## config.mk

```make
export PLATFORM = sky130hd
export DESIGN_NAME = pc_fetch_ctrl_flat
export DESIGN_NICKNAME = d
export VERILOG_FILES = /design/src/rtl/pc_fetch_ctrl_pkg.sv /design/src/rtl/pc_fetch_ctrl_if.sv /design/src/rtl/pc_fetch_ctrl_ack_timeout_counter.sv /design/src/rtl/pc_fetch_ctrl.sv /design/src/flat_wrapper.sv
export SDC_FILE = /design/constraint.sdc
export NUM_CORES = 1
export LEC_CHECK = 0
export ABC_CLOCK_PERIOD_IN_PS = 2900
export CAP_MARGIN = 5
export CORE_MARGIN = 2
export CORE_UTILIZATION = 25
export DETAILED_ROUTE_END_ITERATION = 8
export PLACE_DENSITY_LB_ADDON = 0.3
export SYNTH_ARGS = -nofsm -noshare
export SYNTH_HDL_FRONTEND = slang
export SYNTH_SLANG_ARGS = --single-unit
```

## constraint.sdc

```tcl
create_clock -name clock -period 2.9 [get_ports clock]
set_input_delay 0.29 -clock clock [delete_from_list [all_inputs] [get_ports clock]]
set_output_delay 0.29 -clock clock [all_outputs]
set_load 0.005 [all_outputs]
```

## src/rtl/pc_fetch_ctrl_pkg.sv

```systemverilog
// Shared encodings for the fetch controller and the program counter it drives.
package pc_fetch_ctrl_pkg;

    localparam int PC_W  = 16;
    localparam int TMO_W = 8;

    typedef enum logic [1:0] {
        PC_OP_RESET  = 2'd0,
        PC_OP_PRESET = 2'd1,
        PC_OP_INCR   = 2'd2,
        PC_OP_HALT   = 2'd3
    } pc_op_e;

    typedef enum logic [2:0] {
        ST_IDLE   = 3'd0,
        ST_LOAD   = 3'd1,
        ST_SETTLE = 3'd2,
        ST_FETCH  = 3'd3,
        ST_HALTED = 3'd4,
        ST_ERROR  = 3'd5
    } fetch_state_e;

    function automatic logic is_busy_state(input fetch_state_e s);
        return (s == ST_LOAD) || (s == ST_SETTLE) || (s == ST_FETCH);
    endfunction

endpackage

```

## src/rtl/pc_fetch_ctrl_if.sv

```systemverilog
// Instruction-memory request channel plus the program counter control/feedback pair.
interface pc_fetch_ctrl_if;
    import pc_fetch_ctrl_pkg::*;

    logic            imem_req;
    logic [PC_W-1:0] imem_addr;
    logic            imem_ack;
    pc_op_e          pc_opcode;
    logic [PC_W-1:0] pc_in;
    logic [PC_W-1:0] pc_fb;

    modport master (
        output imem_req, imem_addr, pc_opcode, pc_in,
        input  imem_ack, pc_fb
    );

    modport slave (
        input  imem_req, imem_addr, pc_opcode, pc_in,
        output imem_ack, pc_fb
    );

endinterface

```

## src/rtl/pc_fetch_ctrl_ack_timeout_counter.sv

```systemverilog
// Counts FETCH cycles spent without an ack; terminal flags the cycle that reaches LIMIT.
module pc_fetch_ctrl_ack_timeout_counter
    import pc_fetch_ctrl_pkg::*;
#(
    parameter int LIMIT = 8
) (
    input  logic clock,
    input  logic reset_n,
    input  logic clear,
    input  logic enable,
    output logic terminal
);

    logic [TMO_W-1:0] count;

    always_ff @(posedge clock or negedge reset_n) begin
        if (!reset_n) begin
            count <= '0;
        end else if (clear) begin
            count <= '0;
        end else if (enable) begin
            count <= count + TMO_W'(1);
        end
    end

    // Flag one count early so the FSM leaves FETCH on the edge the limit is hit.
    assign terminal = (count == TMO_W'(LIMIT - 1));

endmodule

```

## src/rtl/pc_fetch_ctrl.sv

```systemverilog
// Sequences instruction fetches: drives the program counter opcode and the imem request.
// IDLE: pc reset | LOAD: preset RESET_VECTOR | SETTLE: let pc_fb settle | FETCH: request out | HALTED / ERROR: pc held
module pc_fetch_ctrl
    import pc_fetch_ctrl_pkg::*;
#(
    parameter logic [PC_W-1:0] RESET_VECTOR = 16'h0000,
    parameter int              ACK_TIMEOUT  = 8
) (
    input  logic              clock,
    input  logic              reset_n,
    input  logic              start,
    input  logic              stall,
    input  logic              branch_valid,
    input  logic [PC_W-1:0]   branch_target,
    input  logic              halt_req,
    input  logic              resume,
    pc_fetch_ctrl_if.master   bus,
    output logic              fetch_valid,
    output logic [PC_W-1:0]   fetch_pc,
    output logic              busy,
    output logic              error
);

    fetch_state_e    state;
    fetch_state_e    state_nxt;
    pc_op_e          pc_op;
    logic [PC_W-1:0] pc_in_c;
    logic            fire;
    logic            start_accept;
    logic            br_pend;
    logic [PC_W-1:0] br_target_q;
    logic            tmo_enable;
    logic            tmo_clear;
    logic            tmo_terminal;
    logic            imem_req_q;
    logic [PC_W-1:0] imem_addr_q;

    assign tmo_enable   = (state == ST_FETCH) && !bus.imem_ack;
    assign tmo_clear    = !tmo_enable;
    assign start_accept = (state_nxt == ST_LOAD);

    pc_fetch_ctrl_ack_timeout_counter #(
        .LIMIT (ACK_TIMEOUT)
    ) u_ack_timeout_counter (
        .clock    (clock),
        .reset_n  (reset_n),
        .clear    (tmo_clear),
        .enable   (tmo_enable),
        .terminal (tmo_terminal)
    );

    always_ff @(posedge clock or negedge reset_n) begin
        if (!reset_n) begin
            state <= ST_IDLE;
        end else begin
            state <= state_nxt;
        end
    end

    always_comb begin
        state_nxt = state;
        pc_op     = PC_OP_PRESET;
        pc_in_c   = bus.pc_fb;
        fire      = 1'b0;
        case (state)
            ST_IDLE: begin
                pc_op   = PC_OP_RESET;
                pc_in_c = '0;
                if (start) state_nxt = ST_LOAD;
            end
            ST_LOAD: begin
                pc_in_c   = RESET_VECTOR;
                state_nxt = ST_SETTLE;
            end
            ST_SETTLE: begin
                if (halt_req)    state_nxt = ST_HALTED;
                else if (!stall) state_nxt = ST_FETCH;
            end
            ST_FETCH: begin
                if (bus.imem_ack) begin
                    fire      = 1'b1;
                    state_nxt = ST_SETTLE;
                    // A same-cycle branch beats an older latched one.
                    if (branch_valid)  pc_in_c = branch_target;
                    else if (br_pend)  pc_in_c = br_target_q;
                    else               pc_op   = PC_OP_INCR;
                end else if (tmo_terminal) begin
                    state_nxt = ST_ERROR;
                end
            end
            ST_HALTED: begin
                if (start)                    state_nxt = ST_LOAD;
                else if (resume && !halt_req) state_nxt = ST_SETTLE;
            end
            ST_ERROR: begin
                if (start) state_nxt = ST_LOAD;
            end
            default: state_nxt = ST_IDLE;
        endcase
    end

    assign bus.pc_opcode = pc_op;
    assign bus.pc_in     = pc_in_c;

    always_ff @(posedge clock or negedge reset_n) begin
        if (!reset_n) begin
            br_pend     <= 1'b0;
            br_target_q <= '0;
        end else if (start_accept || fire) begin
            br_pend     <= 1'b0;
        end else if (branch_valid) begin
            br_pend     <= 1'b1;
            br_target_q <= branch_target;
        end
    end

    always_ff @(posedge clock or negedge reset_n) begin
        if (!reset_n) begin
            imem_req_q  <= 1'b0;
            imem_addr_q <= '0;
            fetch_valid <= 1'b0;
            fetch_pc    <= '0;
            busy        <= 1'b0;
            error       <= 1'b0;
        end else begin
            imem_req_q  <= (state_nxt == ST_FETCH);
            if (state_nxt == ST_FETCH) imem_addr_q <= bus.pc_fb;
            fetch_valid <= fire;
            if (fire) fetch_pc <= bus.pc_fb;
            busy        <= is_busy_state(state_nxt);
            error       <= (state_nxt == ST_ERROR);
        end
    end

    assign bus.imem_req  = imem_req_q;
    assign bus.imem_addr = imem_addr_q;

endmodule

```

## src/flat_wrapper.sv

```systemverilog
// flat-port wrapper written by rule: the top's interface ports become plain ports
module pc_fetch_ctrl_flat import pc_fetch_ctrl_pkg::*;
#(
    parameter logic [PC_W-1:0] RESET_VECTOR = 16'h0000,
    parameter int              ACK_TIMEOUT  = 8
)
  (clock, reset_n, start, stall, branch_valid, branch_target, halt_req, resume, fetch_valid, fetch_pc, busy, error, bus_imem_req, bus_imem_addr, bus_pc_opcode, bus_pc_in, bus_imem_ack, bus_pc_fb);
  pc_fetch_ctrl_if bus_i ();
  input  logic clock;
  input  logic reset_n;
  input  logic start;
  input  logic stall;
  input  logic branch_valid;
  input  logic [PC_W-1:0] branch_target;
  input  logic halt_req;
  input  logic resume;
  output logic fetch_valid;
  output logic [PC_W-1:0] fetch_pc;
  output logic busy;
  output logic error;
  output wire logic [$bits(bus_i.imem_req)-1:0] bus_imem_req;
  output wire logic [$bits(bus_i.imem_addr)-1:0] bus_imem_addr;
  output wire logic [$bits(bus_i.pc_opcode)-1:0] bus_pc_opcode;
  output wire logic [$bits(bus_i.pc_in)-1:0] bus_pc_in;
  input wire logic [$bits(bus_i.imem_ack)-1:0] bus_imem_ack;
  input wire logic [$bits(bus_i.pc_fb)-1:0] bus_pc_fb;
  assign bus_imem_req = bus_i.imem_req;
  assign bus_imem_addr = bus_i.imem_addr;
  assign bus_pc_opcode = bus_i.pc_opcode;
  assign bus_pc_in = bus_i.pc_in;
  assign bus_i.imem_ack = bus_imem_ack;
  assign bus_i.pc_fb = bus_pc_fb;
  pc_fetch_ctrl #(.RESET_VECTOR(RESET_VECTOR), .ACK_TIMEOUT(ACK_TIMEOUT)) u_core (.clock(clock), .reset_n(reset_n), .start(start), .stall(stall), .branch_valid(branch_valid), .branch_target(branch_target), .halt_req(halt_req), .resume(resume), .bus(bus_i), .fetch_valid(fetch_valid), .fetch_pc(fetch_pc), .busy(busy), .error(error));
endmodule
```

==> results.md <==
* Outcome: finished clean
* Clk_lat worst skew at 320 ps
* Peak VDD IR at 0.000367 V
* ANT nets after route at 0
* Least-Margin Pin Slew at 587 ps
* Total number of vias at 2,296
* Drt via density at 4.48
* Root buf cell: clkbuf_16
* Clock buffer depth at 2
* Crit start category: flop
* LEAKAGE at 0.00190 uW
* Synth area leader: dfrtp_1
* Worst slew margin at 60.6%
* Final worst path period need at 2570 ps
* Primary FF master, synth: dfrtp_1
* TNS Setup at 0 ps
* Ys Warns at 0
* CP Max Fanout at 16
* Port Buffers at 93
* GRT Overall Usage at 13.3%
* H-tree Lvls at 3
* Final WL at 8.15 mm
* Top-count cell post-synth: nand2_1
* Global placer's final weighted congestion at 0.810
* Clock-pin slew on the worst setup and hold paths at 50 ps
* Syn Inst Count at 267
* Initial antenna violation count at 0
* Drt drc at 0
* CP endpoint kind: flop
* CTS tree: done
* Max Fclk at 0.390 GHz
* CTS buffer count at 9
* IO Pins at 94
* Placed Instances at 498
* RSZ-0062 raised after global routing: false
* Largest net degree at the start of global routing at 27
* Nets@finish at 408
* Worst Path Arrival at 2760 ps
* CTS Hold Bufs at 1
* CTS sink count at 64
* Total core area at 11,400 um2
* Post-synth EDFFs at 0
* First-pass GRT wire length at 12.9 mm
* Post-synthesis net count at 308
* Sequential fraction of the synthesis area at 55.1%
* Layout Utilization at 38.2%
* Row count at 39
* Final hold violations at 0
* Worst Hold Class: flop to flop
* Max Slew Vio Count at 0
* Setup bufs post-CTS at 0
* Yosys top cell area share at 55.1%
* Tcrit/Tclk final at 88.5%
* Synth Cell Area at 2910 um2
* # setup viols final at 0
* Layout cells sized above 1 at 16.5%
* Post-route setup slack at 334 ps
* Detail Placement HPWL at 6.03 mm
* Critical path class: flop to flop
* Post-synth ARST share at 100%
* Synth area leaders: dfrtp_1, nand2_1, mux2_2, mux2_4, a22oi_1
* Avg Cell Area, Syn at 10.9 um2
* GRT overflow at 0
* Chip width at 112 um
* Initial cell density of the core at 25.6%
* Post-CTS resize count at 0
* Avg WL per Cell at 15.9 um
* Post-synth top cells: nand2_1, dfrtp_1, mux2_2, o21ai_0, a22oi_1
* Area Overhead vs Synth at 49.3%
* Count of different cell masters after synthesis at 37
* Die Area at 12,500 um2
* PwrDens at 1030 nW/um2
* FF+latch count, synth at 64
* Vias in the first global route at 2,376
* Post-place setup slack at 298 ps
* DRC marker count from the first detailed-route iteration at 137
* Die Ht at 112 um
* Max cap viols at 0
* Inserted Diodes at 0
* Worst Clk Skew at 6.95 ps
* Final cell count without fillers at 513
* DRT Pass-1 Iters at 4
* WP data required at 3100 ps
[report_power, final]
group | switching (uW) | internal [uW] | total [uW]
sequential | 240 | 1270 | 1510
combinational | 728 | 1120 | 1850
clock | 356 | 762 | 1120
[state kept, by name, summed over array words and instances, names as in the netlist]
register                            count
u_core.br_target_q                     16
u_core.bus.imem_addr                   16
u_core.fetch_pc                        16
u_core.u_ack_timeout_counter.count      8
u_core.state                            3
u_core.br_pend                          1
u_core.bus.imem_req                     1
u_core.busy                             1
u_core.error                            1
u_core.fetch_valid                      1
[placed cells by master, fill, tap and decap left out, drive strengths merged, types with 3 or more instances in the layout]
| master | netlist | layout |
|---|---|---|
| xor2 | 4 | 4 |
| clkinv | 1 | 3 |
| a22oi | 16 | 16 |
| clkdlybuf4s50 | 0 | 92 |
| nand3 | 5 | 5 |
| nand2 | 67 | 67 |
| nor2 | 8 | 8 |
| nor3 | 5 | 5 |
| dfrtp | 64 | 64 |
| buf | 2 | 10 |
| clkbuf | 12 | 10 |
| o21ai | 21 | 21 |
| mux2 | 32 | 32 |
| inv | 5 | 5 |
| nor2b | 4 | 4 |
| and3 | 4 | 4 |
[through the flow]
step	hold WS, ps	total power [uW]	instance area (um2)
after floorplan	-5.59	2370	2910
after global placement	275	3370	4020
after detailed placement	284	3390	4020
after CTS	454	4540	4340
after global routing	483	4750	4340
final	447	4480	4340
[metal layers]
layer  global-route usage, %  part of all wire [%]
met5                       0                     0
met4                    4.44                  0.77
met3                    3.43                   3.9
met2                    21.9                    50
met1                    17.0                    46
[area by class of cell]
class                   count  area, um2
clock buffers              10        239
inverters                   6       22.5
flip-flops and latches     64       1600
fillers                  1127       7030
repair buffers            103       1020
clock inverters             4       70.1
multi-input cells         183       1210
well taps                 143        179
[final timing paths]
check                                                           startpoint                                         endpoint  cells after the start  slack, ps
max reg2reg                u_core.u_ack_timeout_counter.count[3]$_DFF_PN0_                u_core.br_target_q[4]$_DFFE_PN0P_                      6        330
min in group asynchronous                                          reset_n                           u_core.error$_DFF_PN0_                      2        460
min                        u_core.u_ack_timeout_counter.count[0]$_DFF_PN0_  u_core.u_ack_timeout_counter.count[0]$_DFF_PN0_                      1        450
max in group asynchronous                                          reset_n              u_core.bus.imem_addr[9]$_DFFE_PN0P_                      3       1730
min reg2reg                u_core.u_ack_timeout_counter.count[0]$_DFF_PN0_  u_core.u_ack_timeout_counter.count[0]$_DFF_PN0_                      1        450
max                        u_core.u_ack_timeout_counter.count[3]$_DFF_PN0_                u_core.br_target_q[4]$_DFFE_PN0P_                      6        330
[worst max-delay path, cell delays in order, from the launching register on]
cell and delay, ps:
dfrtp_1 420, or4_1 560, or4_1 500, and3_4 210, a31oi_4 200, buf_12 200, mux2_2 350
[logic make-up (layout without fill, tap and decap cells)]
family                     Yosys count  in the layout  share of synthesized area (%)
adders and majority gates            1              1                          0.431
and+or+nand+nor                     99             99                           15.4
xor gates and xnor gates             6              6                           1.81
muxes                               33             33                           14.0
buffers and inverters               20            123                           3.23
AOI/OAI and AO/OA                   44             44                           9.99
DFF                                 64             64                           55.1
Note: power is estimated with default switching activity, not from simulation.
